File: src/rtl/agc_gain_ctrl.sv
// agc_gain_ctrl
//
// Closes the AGC loop behind the peak-to-peak detector. Each detector window
// (rising edge of found) compares the latched Vpp with a target window and
// steps an 8-bit gain code up (slow release) or down (fast attack) with
// saturation. A changed code is written to an MCP41xxx-style digital pot as a
// 16-bit SPI mode-0 frame {8'h11, gain}, MSB first. After reset the current
// code is written once so the pot matches gain.
//
// Ports
//   clk_sample  in   single clock
//   rst         in   asynchronous active-low reset
//   Vpp         in   12-bit peak-to-peak value, valid while found is high
//   found       in   window-complete strobe (level, one window per rising edge)
//   gain        out  current gain code
//   busy        out  high while a frame is being sent (LOAD..END)
//   upd_done    out  one-cycle pulse in the cycle busy falls
//   overrun     out  one-cycle pulse when a window arrives outside IDLE
//   pga_cs_n    out  pot chip select, active low
//   pga_sclk    out  serial clock, idle low
//   pga_sdi     out  serial data, changes only at the start of an SCLK low phase
//   state_dbg   out  current FSM state encoding
//
// Handshake: found is a level strobe; only its rising edge (win) is a request.
// A request is accepted only in IDLE; anywhere else it is dropped and flagged
// on overrun. There is no back-pressure toward the detector.
module agc_gain_ctrl #(
  parameter int TARGET_HI = 2800,
  parameter int TARGET_LO = 2200,
  parameter int GAIN_MIN  = 0,
  parameter int GAIN_MAX  = 255,
  parameter int GAIN_INIT = 128,
  parameter int STEP_UP   = 1,
  parameter int STEP_DN   = 4,
  parameter int CLK_DIV   = 4
) (
  input  logic        clk_sample,
  input  logic        rst,
  input  logic [11:0] Vpp,
  input  logic        found,
  output logic [7:0]  gain,
  output logic        busy,
  output logic        upd_done,
  output logic        overrun,
  output logic        pga_cs_n,
  output logic        pga_sclk,
  output logic        pga_sdi,
  output logic [2:0]  state_dbg
);

  typedef enum logic [2:0] {
    S_LOAD_PENDING = 3'd0,
    S_IDLE         = 3'd1,
    S_DECIDE       = 3'd2,
    S_LOAD         = 3'd3,
    S_SHIFT        = 3'd4,
    S_END          = 3'd5
  } state_t;

  localparam int CW = (CLK_DIV > 1) ? $clog2(CLK_DIV) : 1;
  localparam logic [CW-1:0] DIV_LAST    = CW'(CLK_DIV - 1);
  localparam logic [11:0]   HI          = 12'(TARGET_HI);
  localparam logic [11:0]   LO          = 12'(TARGET_LO);
  localparam logic [8:0]    MIN_PLUS_DN = 9'(GAIN_MIN + STEP_DN);
  localparam logic [8:0]    GMAX9       = 9'(GAIN_MAX);
  localparam logic [8:0]    STEP_UP9    = 9'(STEP_UP);
  localparam logic [7:0]    STEP_DN8    = 8'(STEP_DN);
  localparam logic [7:0]    GMIN8       = 8'(GAIN_MIN);
  localparam logic [7:0]    GMAX8       = 8'(GAIN_MAX);
  localparam logic [7:0]    GINIT8      = 8'(GAIN_INIT);
  localparam logic [7:0]    POT_WRITE   = 8'h11;

  state_t          state_q, state_d;
  logic            found_d;
  logic [11:0]     vpp_q, vpp_d;
  logic [7:0]      gain_q, gain_d;
  logic            busy_q, busy_d;
  logic            upd_done_q, upd_done_d;
  logic            overrun_q, overrun_d;
  logic            cs_n_q, cs_n_d;
  logic            sclk_q, sclk_d;
  logic            sdi_q, sdi_d;
  logic [3:0]      bit_idx_q, bit_idx_d;
  logic [CW-1:0]   div_cnt_q, div_cnt_d;

  logic            win;
  logic [8:0]      up_sum;
  logic [7:0]      gain_next;
  logic [15:0]     frame;

  assign win   = found & ~found_d;
  assign frame = {POT_WRITE, gain_q};

  // Gain step with 9-bit headroom so the saturation compares cannot wrap.
  always_comb begin
    up_sum    = {1'b0, gain_q} + STEP_UP9;
    gain_next = gain_q;
    if (vpp_q > HI) begin
      gain_next = ({1'b0, gain_q} < MIN_PLUS_DN) ? GMIN8 : (gain_q - STEP_DN8);
    end else if (vpp_q < LO) begin
      gain_next = (up_sum > GMAX9) ? GMAX8 : up_sum[7:0];
    end
  end

  always_ff @(posedge clk_sample or negedge rst) begin
    if (!rst) begin
      state_q    <= S_LOAD_PENDING;
      found_d    <= 1'b0;
      vpp_q      <= '0;
      gain_q     <= GINIT8;
      busy_q     <= 1'b0;
      upd_done_q <= 1'b0;
      overrun_q  <= 1'b0;
      cs_n_q     <= 1'b1;
      sclk_q     <= 1'b0;
      sdi_q      <= 1'b0;
      bit_idx_q  <= '0;
      div_cnt_q  <= '0;
    end else begin
      state_q    <= state_d;
      found_d    <= found;
      vpp_q      <= vpp_d;
      gain_q     <= gain_d;
      busy_q     <= busy_d;
      upd_done_q <= upd_done_d;
      overrun_q  <= overrun_d;
      cs_n_q     <= cs_n_d;
      sclk_q     <= sclk_d;
      sdi_q      <= sdi_d;
      bit_idx_q  <= bit_idx_d;
      div_cnt_q  <= div_cnt_d;
    end
  end

  always_comb begin
    state_d    = state_q;
    vpp_d      = vpp_q;
    gain_d     = gain_q;
    busy_d     = busy_q;
    upd_done_d = 1'b0;
    overrun_d  = 1'b0;
    cs_n_d     = cs_n_q;
    sclk_d     = sclk_q;
    sdi_d      = sdi_q;
    bit_idx_d  = bit_idx_q;
    div_cnt_d  = div_cnt_q;

    // Windows outside IDLE are dropped; gain is left alone.
    if (win && (state_q != S_IDLE)) begin
      overrun_d = 1'b1;
    end

    case (state_q)
      // Power-on sync: send the reset code once so the pot matches gain.
      S_LOAD_PENDING: begin
        busy_d  = 1'b1;
        state_d = S_LOAD;
      end
      S_IDLE: begin
        if (win) begin
          vpp_d   = Vpp;
          state_d = S_DECIDE;
        end
      end
      S_DECIDE: begin
        if (gain_next != gain_q) begin
          gain_d  = gain_next;
          busy_d  = 1'b1;
          state_d = S_LOAD;
        end else begin
          state_d = S_IDLE;
        end
      end
      S_LOAD: begin
        cs_n_d    = 1'b0;
        sclk_d    = 1'b0;
        sdi_d     = frame[15];
        bit_idx_d = 4'd15;
        div_cnt_d = '0;
        state_d   = S_SHIFT;
      end
      // Each bit: CLK_DIV cycles low then CLK_DIV cycles high. The next bit is
      // presented on the same edge that drops SCLK, so sdi is stable while high.
      S_SHIFT: begin
        if (div_cnt_q == DIV_LAST) begin
          div_cnt_d = '0;
          if (!sclk_q) begin
            sclk_d = 1'b1;
          end else begin
            sclk_d = 1'b0;
            if (bit_idx_q == 4'd0) begin
              state_d = S_END;
            end else begin
              bit_idx_d = bit_idx_q - 4'd1;
              sdi_d     = frame[bit_idx_q - 4'd1];
            end
          end
        end else begin
          div_cnt_d = div_cnt_q + 1'b1;
        end
      end
      S_END: begin
        sclk_d     = 1'b0;
        cs_n_d     = 1'b1;
        busy_d     = 1'b0;
        upd_done_d = 1'b1;
        state_d    = S_IDLE;
      end
      default: begin
        state_d = S_IDLE;
      end
    endcase
  end

  assign gain      = gain_q;
  assign busy      = busy_q;
  assign upd_done  = upd_done_q;
  assign overrun   = overrun_q;
  assign pga_cs_n  = cs_n_q;
  assign pga_sclk  = sclk_q;
  assign pga_sdi   = sdi_q;
  assign state_dbg = state_q;

endmodule

File: config.mk
export PLATFORM = sky130hd
export DESIGN_NAME = agc_gain_ctrl
export DESIGN_NICKNAME = d
export VERILOG_FILES = /design/src/rtl/agc_gain_ctrl.sv
export SDC_FILE = /design/constraint.sdc
export NUM_CORES = 1
export LEC_CHECK = 0
export ABC_AREA = 1
export CAP_MARGIN = 30
export CORE_AREA = 2 2 83 105
export CTS_CLUSTER_SIZE = 12
export DETAILED_ROUTE_END_ITERATION = 10
export DIE_AREA = 0 0 85 107
export SLEW_MARGIN = 20
export SYNTH_ARGS = -nofsm -noshare
export SYNTH_HDL_FRONTEND = slang
export SYNTH_SLANG_ARGS = --single-unit
File: constraint.sdc
create_clock -name clk_sample -period 6.1 [get_ports clk_sample]
set_clock_uncertainty 0.2 [all_clocks]
set_input_delay 1.525 -clock clk_sample [delete_from_list [all_inputs] [get_ports clk_sample]]
set_output_delay 1.525 -clock clk_sample [all_outputs]
set_load 0.01 [all_outputs]
Word-level counts from Yosys, hierarchy flattened. Cells that the tools add are included.

Bits in registers: 36. Word-level logic and storage cells: 81. Bits of input ports: 15.

$lt $le $gt $ge: 5. Add/subtract/negate cells: 4. Mux-type cells: 30. Bitwise logic cells: 2. Reduce and logical (&&, ||, !) cells: 14. Equality and inequality tests: 14.

Operator list (number): $mux W8 (4); $pmux W3 S5 (1); $gt A12 B12 Y1 const B (1); $lt A12 B12 Y1 const B (1); $mux W3 (4); $mux W4 (3); $ne A2 B2 Y1 const B (6); $add A8 B1 Y9 const B (1); $gt A9 B8 Y1 const B (1); $mux W1 (9); $lt A8 B3 Y1 const B (1); $ne A8 B8 Y1 (1); $pmux W4 S2 (1); $reduce_and A2 Y1 (4); $reduce_and A4 Y1 (2); $sub A8 B3 Y8 const B (1); $eq A3 B2 Y1 const B (2); $eq A3 B3 Y1 const B (2); $pmux W1 S2 (3); $reduce_bool A2 Y1 (3); $lt A4 B5 Y1 const B (1); $bmux W1 S4 (1); $logic_not A4 Y1 (1); $mux W2 (2); other kinds (13) (13).

Longest topological paths before layout. Gate-level depths: netlist of the first run.

Word-level depth: 8. Gate-level depth with buffers: 20. Mapped depth without buffers: 18.

Worst setup path after synthesis of the first run. Ideal clock, no wire load.

Path kind: in2reg. Start point: input found. End point: register vpp_q[4]. Stages on the path: 6. Path slack: 3540 ps. Required time: 5822 ps. Arrival time: 2282 ps. Library setup time: 78 ps. Cell sequence: inv_1 -> nor2_1 -> nand2_1 -> clkbuf_1 -> nor2_1 -> a21oi_1.

Cells in the longest elaborated chain, start to end: 2.

Ends and longest elaborated chain: start: declaration (line 40) `input logic found,`; $and A1 B1 Y1 (line 91) `assign win = found & ~found_d;`; $reduce_and A2 Y1 (no line); end signal: assignment (line 122) `vpp_q <= vpp_d;`; end: declaration (line 75) `logic [11:0] vpp_q, vpp_d;`.

Every way passes these cells. A chain may end at the register's enable or synchronous reset.

Worst setup path after layout of the first run.
Start point: register gain_q[7] (netlist: gain[7]). End point: output gain[7].

RTL lines: start: declaration (line 76) `logic [7:0] gain_q, gain_d;`; start signal: assignment (line 123) `gain_q <= gain_d;`; end: declaration (line 41) `output logic [7:0] gain,`.

No word-level cell between the ends.

==> impl_metrics.yaml, run 1 <==
timing:
  slew_violations: 0
  fmaxAchievable_mhz: 313.3
  setup_viol: 0
  min_period_over_period_pct: 52.32
  worstMarginPinSlew_ns: 0.6221
  final_hold_viol_count: 0
  rsz0062_at_grt: "no"
  fin_crit_ns: 3.191
  relSlewSlack_pct: 58.42
  fin_tns_setup_ns: 0
worst_setup_path:
  path_buf_inv: 1
  rr_endpoint: "gain[1]"
  r2r_setup_slack_ns: 3.37
  start_kind: "flop"
  cp_top_family: "flip-flops"
  r2r_cells: 18
  cp.arrival_ns: 1.47
  max_stage_delay_ns: 0.62
  worstPathCellList: "clkdlybuf4s50_1"
  critPathKind: "reg -> out"
  cp_max_fo: 8
  r2r_start: "gain[0]"
  worstPathRequired_ns: 4.38
  crit_slowest_cell: "dfstp_2"
  end_kind: "primary output"
pwr:
  p_per_area_nw_per_um2: 153.0
  p_leak_uw: 0.001370
  p_comb_share_pct: 3.6
  pwr-share-seq_pct: 55.0
  p_int_uw: 348.9
  switching_share_pct: 19.93
  ir_worst_vdd_uv: 109.1
  p_clk_share_pct: 41.4
  p_sw_uw: 86.86
  power_uw: 435.8
cells_and_area:
  fin_cells: 436
  stdcell_area_um2: 2848
  area_growth_pct: 20.68
  num-nets-final: 361
  layout_commonest_cell: "nand2_1"
  drive_gt1_share_pct: 15.04
  mostFrequentLayoutCells: "nand2_1 (64), inv_1 (40), dfrtp_1 (34)"
  n_antenna_cell: 0
cts:
  cts_made_buffers: 5
  h-tree-depth: 2
  hold_buffers: 0
  path_clk_slew_ns: 0.07
  cts_tree: "built"
  cts.sinks: 36
  clockBufferDepth: 2
  cts_resized: 0
  postCtsSetupRepairBufs: 0
  root_buffer: "clkbuf_8"
  clock_latency_ns: 0.29
logic_synthesis:
  ys_types: 38
  synth_seq_cells: 36
  yosys_warnings: 0
  syn_inst: 307
  synth_nets: 329
  post-synth-top-area-fraction_pct: 36.06
  synth_top_cell_by_area: "dfrtp_1"
  syn_area_um2: 2360
  avgSynthCellArea_um2: 7.687
  synthTopCellsByArea: "dfrtp_1 (36%), nand2_1 (10%), inv_1 (6.4%)"
  synth_seq_area_share_pct: 38.28
placed_design:
  placedCellCount: 429
  portBuffers: 31
  gp_congestion: 0.8700
  dp_hpwl_um: 3973
  dpl_cell_area_um2: 2751
hold_path:
  hp-class: "reg -> reg"
  hp-start: "pga_cs_n"
  holdPathStages: 2
  hold_end: "pga_cs_n"
drt:
  drc: 0
  dr.pass1.iters: 4
  vias_per_cell: 4.814
  routedWlPerCell_um: 11.67
  ant_nets: 0
  num_vias: 2099
  totalWireLength_um: 5086
  first_iter_violations: 122
grt:
  grt_start_max_net_pins: 37
  grtUsageMet1_pct: 13.70
  grt_pass1_vias: 2081
  grtUsageMet3_pct: 1.771
  grt_usage_pct: 12.14
  antenna_found_initial: 0
  grt_overflow_total: 0
  grt_pass1_wl_um: 9094
  grt_busiest_layer: "met2"
  use_met2_pct: 22.38
floorplanning:
  die-area_um2: 9095
  core_area_um2: 8102
  start_util_pct: 29.13
  die_x_um: 85
  num_io_pins: 32
  core.rowCount: 37
  fp.dieH_um: 107
run_status:
  outcome: "complete, no violations"
flow_run:
  drv_cap: 0
-- synth_stat cells --
| master | n |
|---|---|
| a21boi_0 | 1 |
| a21oi_1 | 19 |
| a21oi_4 | 1 |
| a22oi_1 | 7 |
| a31oi_1 | 3 |
| a32o_1 | 1 |
| buf_12 | 1 |
| buf_2 | 4 |
| clkbuf_1 | 2 |
| clkinv_1 | 1 |
| dfrtp_1 | 34 |
| dfstp_2 | 2 |
| ha_1 | 7 |
| inv_1 | 40 |
| inv_2 | 4 |
| mux2_2 | 6 |
| nand2_1 | 64 |
| nand2_2 | 9 |
| nand2_4 | 2 |
| nand3_1 | 20 |
| nand3_2 | 4 |
| nand3b_1 | 1 |
| nand4_1 | 2 |
| nor2_1 | 29 |
| nor2_2 | 3 |
| nor2_4 | 3 |
| nor3_1 | 2 |
| nor3_2 | 2 |
| o211ai_1 | 1 |
| o21a_1 | 1 |
| o21ai_0 | 15 |
| o21ai_1 | 3 |
| o21ai_2 | 6 |
| o221ai_1 | 1 |
| or2_1 | 1 |
| or2_2 | 1 |
| xnor2_1 | 1 |
| xor2_1 | 3 |
-- power groups by stage --
stage          combinational [uW]  sequential (uW)  clock [uW]
3_5_place_dp                 16.2              244           0
2_1_floorplan               0.637              244           0
5_1_grt                      17.5              239         196
6_report                     15.6              240         180
4_1_cts                      16.3              240         189
3_3_place_gp                 16.3              244           0
-- how the worst max path moves through the flow --
stage,start,end,cells past startpoint
3_5_place_dp,found,vpp_q[6],5
6_report,gain[7],gain[7],1
5_1_grt,gain[0],gain[0],1
2_1_floorplan,found,vpp_q[4],6
4_1_cts,gain[7],gain[7],1
3_3_place_gp,found,vpp_q[6],5
-- cells by family (layout without fill, tap and decap cells) --
| kind of cell | Yosys count | in the layout | synth area share (%) |
|---|---|---|---|
| AND/OR/NAND/NOR | 143 | 143 | 28.95 |
| adder cells (fa/ha/maj) | 7 | 7 | 3.711 |
| XOR/XNOR | 4 | 4 | 1.485 |
| AO/OA/AOI/OAI | 59 | 59 | 15.54 |
| flip-flops | 36 | 36 | 38.28 |
| multiplexers | 6 | 6 | 2.863 |
| buffers and inverters | 52 | 84 | 9.173 |
-- cell type report --
cell class              instances  area, um^2
clock buffers                   7       96.34
multi-input cells             219        1240
well taps                      97       121.4
repair buffers                 32       317.8
fillers                       841        5254
flip-flops and latches         36       903.4
inverters                      45       168.9
-- stage by stage --
step / hold WS (ns) / worst slack, ns / utilization [%]
floorplan: 0.2676 / 3.540 / -
global placement: 0.2557 / 2.839 / 33.96
detailed placement: 0.2564 / 2.806 / 33.96
CTS: 0.2666 / 2.889 / 35.15
global route: 0.2912 / 2.851 / 35.15
finish: 0.2637 / 2.909 / 35.15
-- state kept, by name, summed over array words and instances, names as in the netlist, 2 cells and up --
register,cells
state_dbg,3
gain,8
bit_idx_q,4
vpp_q,12
div_cnt_q,2
-- per-layer routing --
layer	vias to the layer above	wire [um]	part of all wire, %
met3	8	137	2.7
met1	986	2119	42
li1	1062	-	-
met2	43	2718	53
met4	0	110	2.2
met5	-	0	0
Note: power is estimated with default switching activity, not from simulation.
==> inputs of run 2 (changes only) <==
clock period = 2.8 ns   (was 6.1 ns; I/O delays follow)
==> impl_metrics.yaml, run 2 (same netlist as run 1, synthesis figures left out) <==
run_status:
  outcome: "complete, no violations"
placed_design:
  placedCellCount: 436
  portBuffers: 31
  gp_congestion: 0.8328
  dp_hpwl_um: 4120
drt:
  drc: 0
  first_iter_violations: 92
  dr.pass1.iters: 4
  routedWlPerCell_um: 12.10
  ant_nets: 0
  totalWireLength_um: 5371
  vias_per_cell: 4.791
  num_vias: 2127
cells_and_area:
  fin_cells: 444
  regMostFlops: "vpp_q"
  mostFrequentLayoutCells: "nand2_1 (64), inv_1 (39), dfrtp_1 (34)"
  layout_commonest_cell: "nand2_1"
  num-nets-final: 368
  largest_register_ffs: 12
  n_antenna_cell: 0
  postLayoutCoreUtil_pct: 36.03
  area_growth_pct: 23.70
  drive_gt1_share_pct: 17.29
timing:
  fin_crit_ns: 2.556
  worstMarginPinSlew_ns: 0.6228
  relSlewSlack_pct: 58.38
  holdWs_ns: 0.2732
  fmaxAchievable_mhz: 391.3
  rsz0062_at_grt: "no"
  min_period_over_period_pct: 91.27
  fin_tns_setup_ns: 0
  setup_viol: 0
  slew_violations: 0
  final_hold_viol_count: 0
floorplanning:
  die_x_um: 85
  die-area_um2: 9095
  core_area_um2: 8102
  core.rowCount: 37
  start_util_pct: 29.13
  num_io_pins: 32
  fp.dieH_um: 107
cts:
  clockBufferDepth: 2
  cts.sinks: 36
  h-tree-depth: 2
  clock_latency_ns: 0.29
  hold_buffers: 0
  path_clk_slew_ns: 0.08
  cts_tree: "built"
  cts_made_buffers: 5
  root_buffer: "clkbuf_8"
grt:
  antenna_found_initial: 0
  grt_usage_pct: 12.72
  grt_overflow_total: 0
  grt_pass1_wl_um: 9342
  grt_pass1_vias: 2116
  grt_start_max_net_pins: 37
worst_setup_path:
  start_kind: "flop"
  end_kind: "flop"
  cp.arrival_ns: 2.54
  r2r_start: "vpp_q[7]"
  cp_max_fo: 14
  critPathKind: "reg -> reg"
  worstPathRequired_ns: 2.78
  crit_start: "vpp_q[7]"
pwr:
  ir_worst_vdd_uv: 249.1
  p_leak_uw: 0.001409
  p_per_area_nw_per_um2: 352.8
hold_path:
  hp-class: "reg -> reg"
  hp-start: "pga_cs_n"
flow_run:
  drv_cap: 0
==> run 2: repair_timing <==
| action | CTS | global route |
|---|---|---|
| endpoints found under the hold margin | 0 | 0 |
| endpoints found under the setup margin | 0 | 4 |
| setup buffers | 0 | 0 |
| gates resized for setup | 0 | 1 |
==> run 2: metrics by stage <==
| step | cell area, um^2 | power, uW | setup slack, ns |
|---|---|---|---|
| CTS | 2919 | 1047 | 0.2636 |
| floorplan | 2360 | 533.6 | 0.2683 |
| finish | 2919 | 1030 | 0.2444 |
| detailed placement | 2804 | 566.5 | 0.2826 |
| global route | 2919 | 1080 | 0.001547 |
| global placement | 2804 | 566.6 | 0.3272 |
==> run 2: critical path: stages, from the launching register on <==
cell	delay, ns
dfrtp_1	0.39
nand2_1	0.11
nand2_1	0.08
o21ai_1	0.13
nand2_1	0.27
inv_2	0.19
nand2_1	0.07
nand2_1	0.08
nand2_1	0.07
o21ai_0	0.31
nor2_2	0.10
nand2_2	0.11
nand2_4	0.14
nand2_1	0.13
o21ai_2	0.06
==> run 2: worst paths after layout <==
path	cells past startpoint	slack, ns	to
max	14	0.24	gain[4]
min	2	0.27	pga_cs_n
max reg2reg	14	0.24	gain[4]
min reg2reg	2	0.27	pga_cs_n
max in group asynchronous	2	1.43	pga_cs_n
min in group asynchronous	2	0.62	vpp_q[5]
==> run 2: cell type report <==
class | count | area, um^2
Multi-Input combinational cell | 219 | 1240
Inverter | 45 | 168.9
Clock inverter | 3 | 46.29
Fill cell | 840 | 5182
Clock buffer | 5 | 68.82
Tap cell | 97 | 121.4
Sequential cell | 36 | 903.4
Timing Repair Buffer | 39 | 370.4
==> run 2: per-layer routing <==
layer / vias to the layer above / GRT usage (%) / wire, um
li1: 1078 / - / -
met1: 1005 / 14.33 / 2284
met2: 33 / 22.88 / 2803
met3: 11 / 1.694 / 119
met4: 0 / 6.916 / 164
met5: - / 0 / 0
==> run 2: where the power goes <==
| part | internal, uW | total [uW] | switching [uW] |
|---|---|---|---|
| Clock | 268 | 475 | 207 |
| Sequential | 521 | 522 | 0.599 |
| Combinational | 19.5 | 33.4 | 13.9 |
==> RTL change: new RTL, flow settings as in run 1 <==
Set the parameter `CLK_DIV` to 8 (it was 4).
--- a/src/rtl/agc_gain_ctrl.sv
+++ b/src/rtl/agc_gain_ctrl.sv
@@ -32,7 +32,7 @@
   parameter int GAIN_INIT = 128,
   parameter int STEP_UP   = 1,
   parameter int STEP_DN   = 4,
-  parameter int CLK_DIV   = 4
+  parameter int CLK_DIV   = 8
 ) (
   input  logic        clk_sample,
   input  logic        rst,
Check against the original RTL: not equivalent (a bounded check fails within 10 cycles, from zero or initial values and one cycle with rst low).
==> RTL change against run 1 <==
  * Total power is 0.86% higher
  * Wire length up 2.3%
  * Design area increased by 4.0%
  * Hold slack gained 0.015 ns
  * Utilization up 1.4 points
  * Via count is 0.57% higher
  * Area after synthesis increased by 5.7%
  * Setup slack worse by 0.022 ns
  * Sequential cell count grew 1
  * Largest cell class unchanged
==> RTL change: results (changes against run 1) <==
status: completed
inverters: 45 (unchanged)
RR Startpoint: gain[0]$_DFFE_PN0P_
non-clk buf share: 10.3% (-0.85 points)
Commonest cells post-synth: nand2_1, inv_1, dfrtp_1
multi-input gates: 227 (+3.7%)
Reg area: 928 µm² (+2.8%)
first-pass GRT wire length: 8800 µm (-3.3%)
layout sequential cell count: 37 (+2.8%)
post-synthesis net count: 339 (+3.0%)
fraction of layout cells with a size suffix above 1: 18.1% (+3.1 points)
synth top area cells: dfrtp_1, nand2_1, inv_1, nand3_1, a21oi_1
nets: 370 (+2.5%)
Metal-1 WL: 2280 µm (+7.5%)
Avg Cell Area, Syn: 7.89 µm² (+2.7%)
CP arrival: 1.49 ns (+0.02 ns)
Finished Layout Cells: 445 (+2.1%)
Yosys cell types: 38 (unchanged)
CP max stage delay: 0.64 ns (+0.02 ns)
Clock buf/inv share: 3.17% (-0.21 points)
maximum VDD drop: 0.129 mV (+18%)
Clock transition at path regs: 0.07 ns (about the same)
Final GP Congestion: 0.862 (-0.93%)
met3 Track Usage GR: 1.69% (-0.077 points)
diodes inserted: 0 (unchanged)
port bufs: 31 (unchanged)
Least-Margin Pin Slew: 0.819 ns (+0.197 ns)
Detailed Route WL: 5200 µm (+2.3%)
met1 usage: 14.3% (+0.62 points)
R2R setup slack: 3.41 ns (+0.04 ns)
fraction of registers with async set/reset: 100% (unchanged)
Non-Clock Buffer Count: 31 (-3.1%)
Setup crit start: gain[7]$_DFFE_PN1P_
DP HPWL: 4060 µm (+2.1%)
met3 wire length: 166 µm (+21%)
DR WL met2: 2640 µm (-2.9%)
hold depth: 2 (unchanged)
Starting DRT DRC Count: 125 (+2.5%)
GR Util met2: 20.5% (-1.9 points)
Worst-Skew Late Latency: 0.29 ns (about the same)
Lkg Pwr: 1.46 nW (+6.2%)
Int Power: 0.346 mW (-0.86%)
Post-Place Cells: 437 (+1.9%)
r2r endpoint: gain[4]$_DFFE_PN0P_
CTS Root Cell: clkbuf_8
largest net degree at the start of global routing: 38 (+2.7%)
pwr/cell area: 148 mW/mm² (-3.0%)
post-place instance area: 0.00287 mm² (+4.2%)
sequential area share after synthesis: 37.2% (-1.1 points)
DR vias: 2,111 (+0.57%)
First-pass DRT Iterations: 4 (unchanged)
number of global-route vias before repair: 1,972 (-5.2%)
GRT Util Overall: 11.8% (-0.35 points)
Multi-input gate area: 0.00134 mm² (+8.4%)
antenna violations before repair: 0 (unchanged)
-- RTL change: power by group through the flow --
stage	Combinational, mW	Clock, mW	Sequential, mW
2_1_floorplan	0.000674	0	0.251
3_3_place_gp	0.0153	0	0.251
3_5_place_dp	0.0154	0	0.251
4_1_cts	0.0154	0.188	0.246
5_1_grt	0.0167	0.194	0.246
6_report	0.0148	0.179	0.246
-- RTL change: how the worst min path moves through the flow --
stage	start	end	slack (ns)
final	pga_cs_n$_DFFE_PN1P_	pga_cs_n$_DFFE_PN1P_	0.28
after global routing	pga_cs_n$_DFFE_PN1P_	pga_cs_n$_DFFE_PN1P_	0.30
after CTS	pga_cs_n$_DFFE_PN1P_	pga_cs_n$_DFFE_PN1P_	0.28
after detailed placement	pga_cs_n$_DFFE_PN1P_	pga_cs_n$_DFFE_PN1P_	0.27
after global placement	pga_cs_n$_DFFE_PN1P_	pga_cs_n$_DFFE_PN1P_	0.26
after floorplan	pga_cs_n$_DFFE_PN1P_	pga_cs_n$_DFFE_PN1P_	0.27
-- RTL change: cell families (layout without fill, tap and decap cells) --
| group | Yosys count | count (layout) | share of synthesized area [%] |
|---|---|---|---|
| AND/OR/NAND/NOR | 156 | 156 | 32.1 |
| AO/OA/AOI/OAI | 52 | 52 | 13.3 |
| buffers and inverters | 52 | 84 | 8.88 |
| flip-flops | 37 | 37 | 37.2 |
| adder cells (fa/ha/maj) | 8 | 8 | 4.01 |
| XOR/XNOR | 5 | 5 | 1.76 |
| multiplexers | 6 | 6 | 2.71 |
-- RTL change: through the flow --
stage	worst slack, ns	power [mW]	util [%]
CTS	2.87	0.449	36.6
finish	2.89	0.440	36.6
floorplan	3.55	0.252	-
global placement	2.85	0.266	35.4
detailed placement	2.85	0.266	35.4
global route	2.84	0.457	36.6
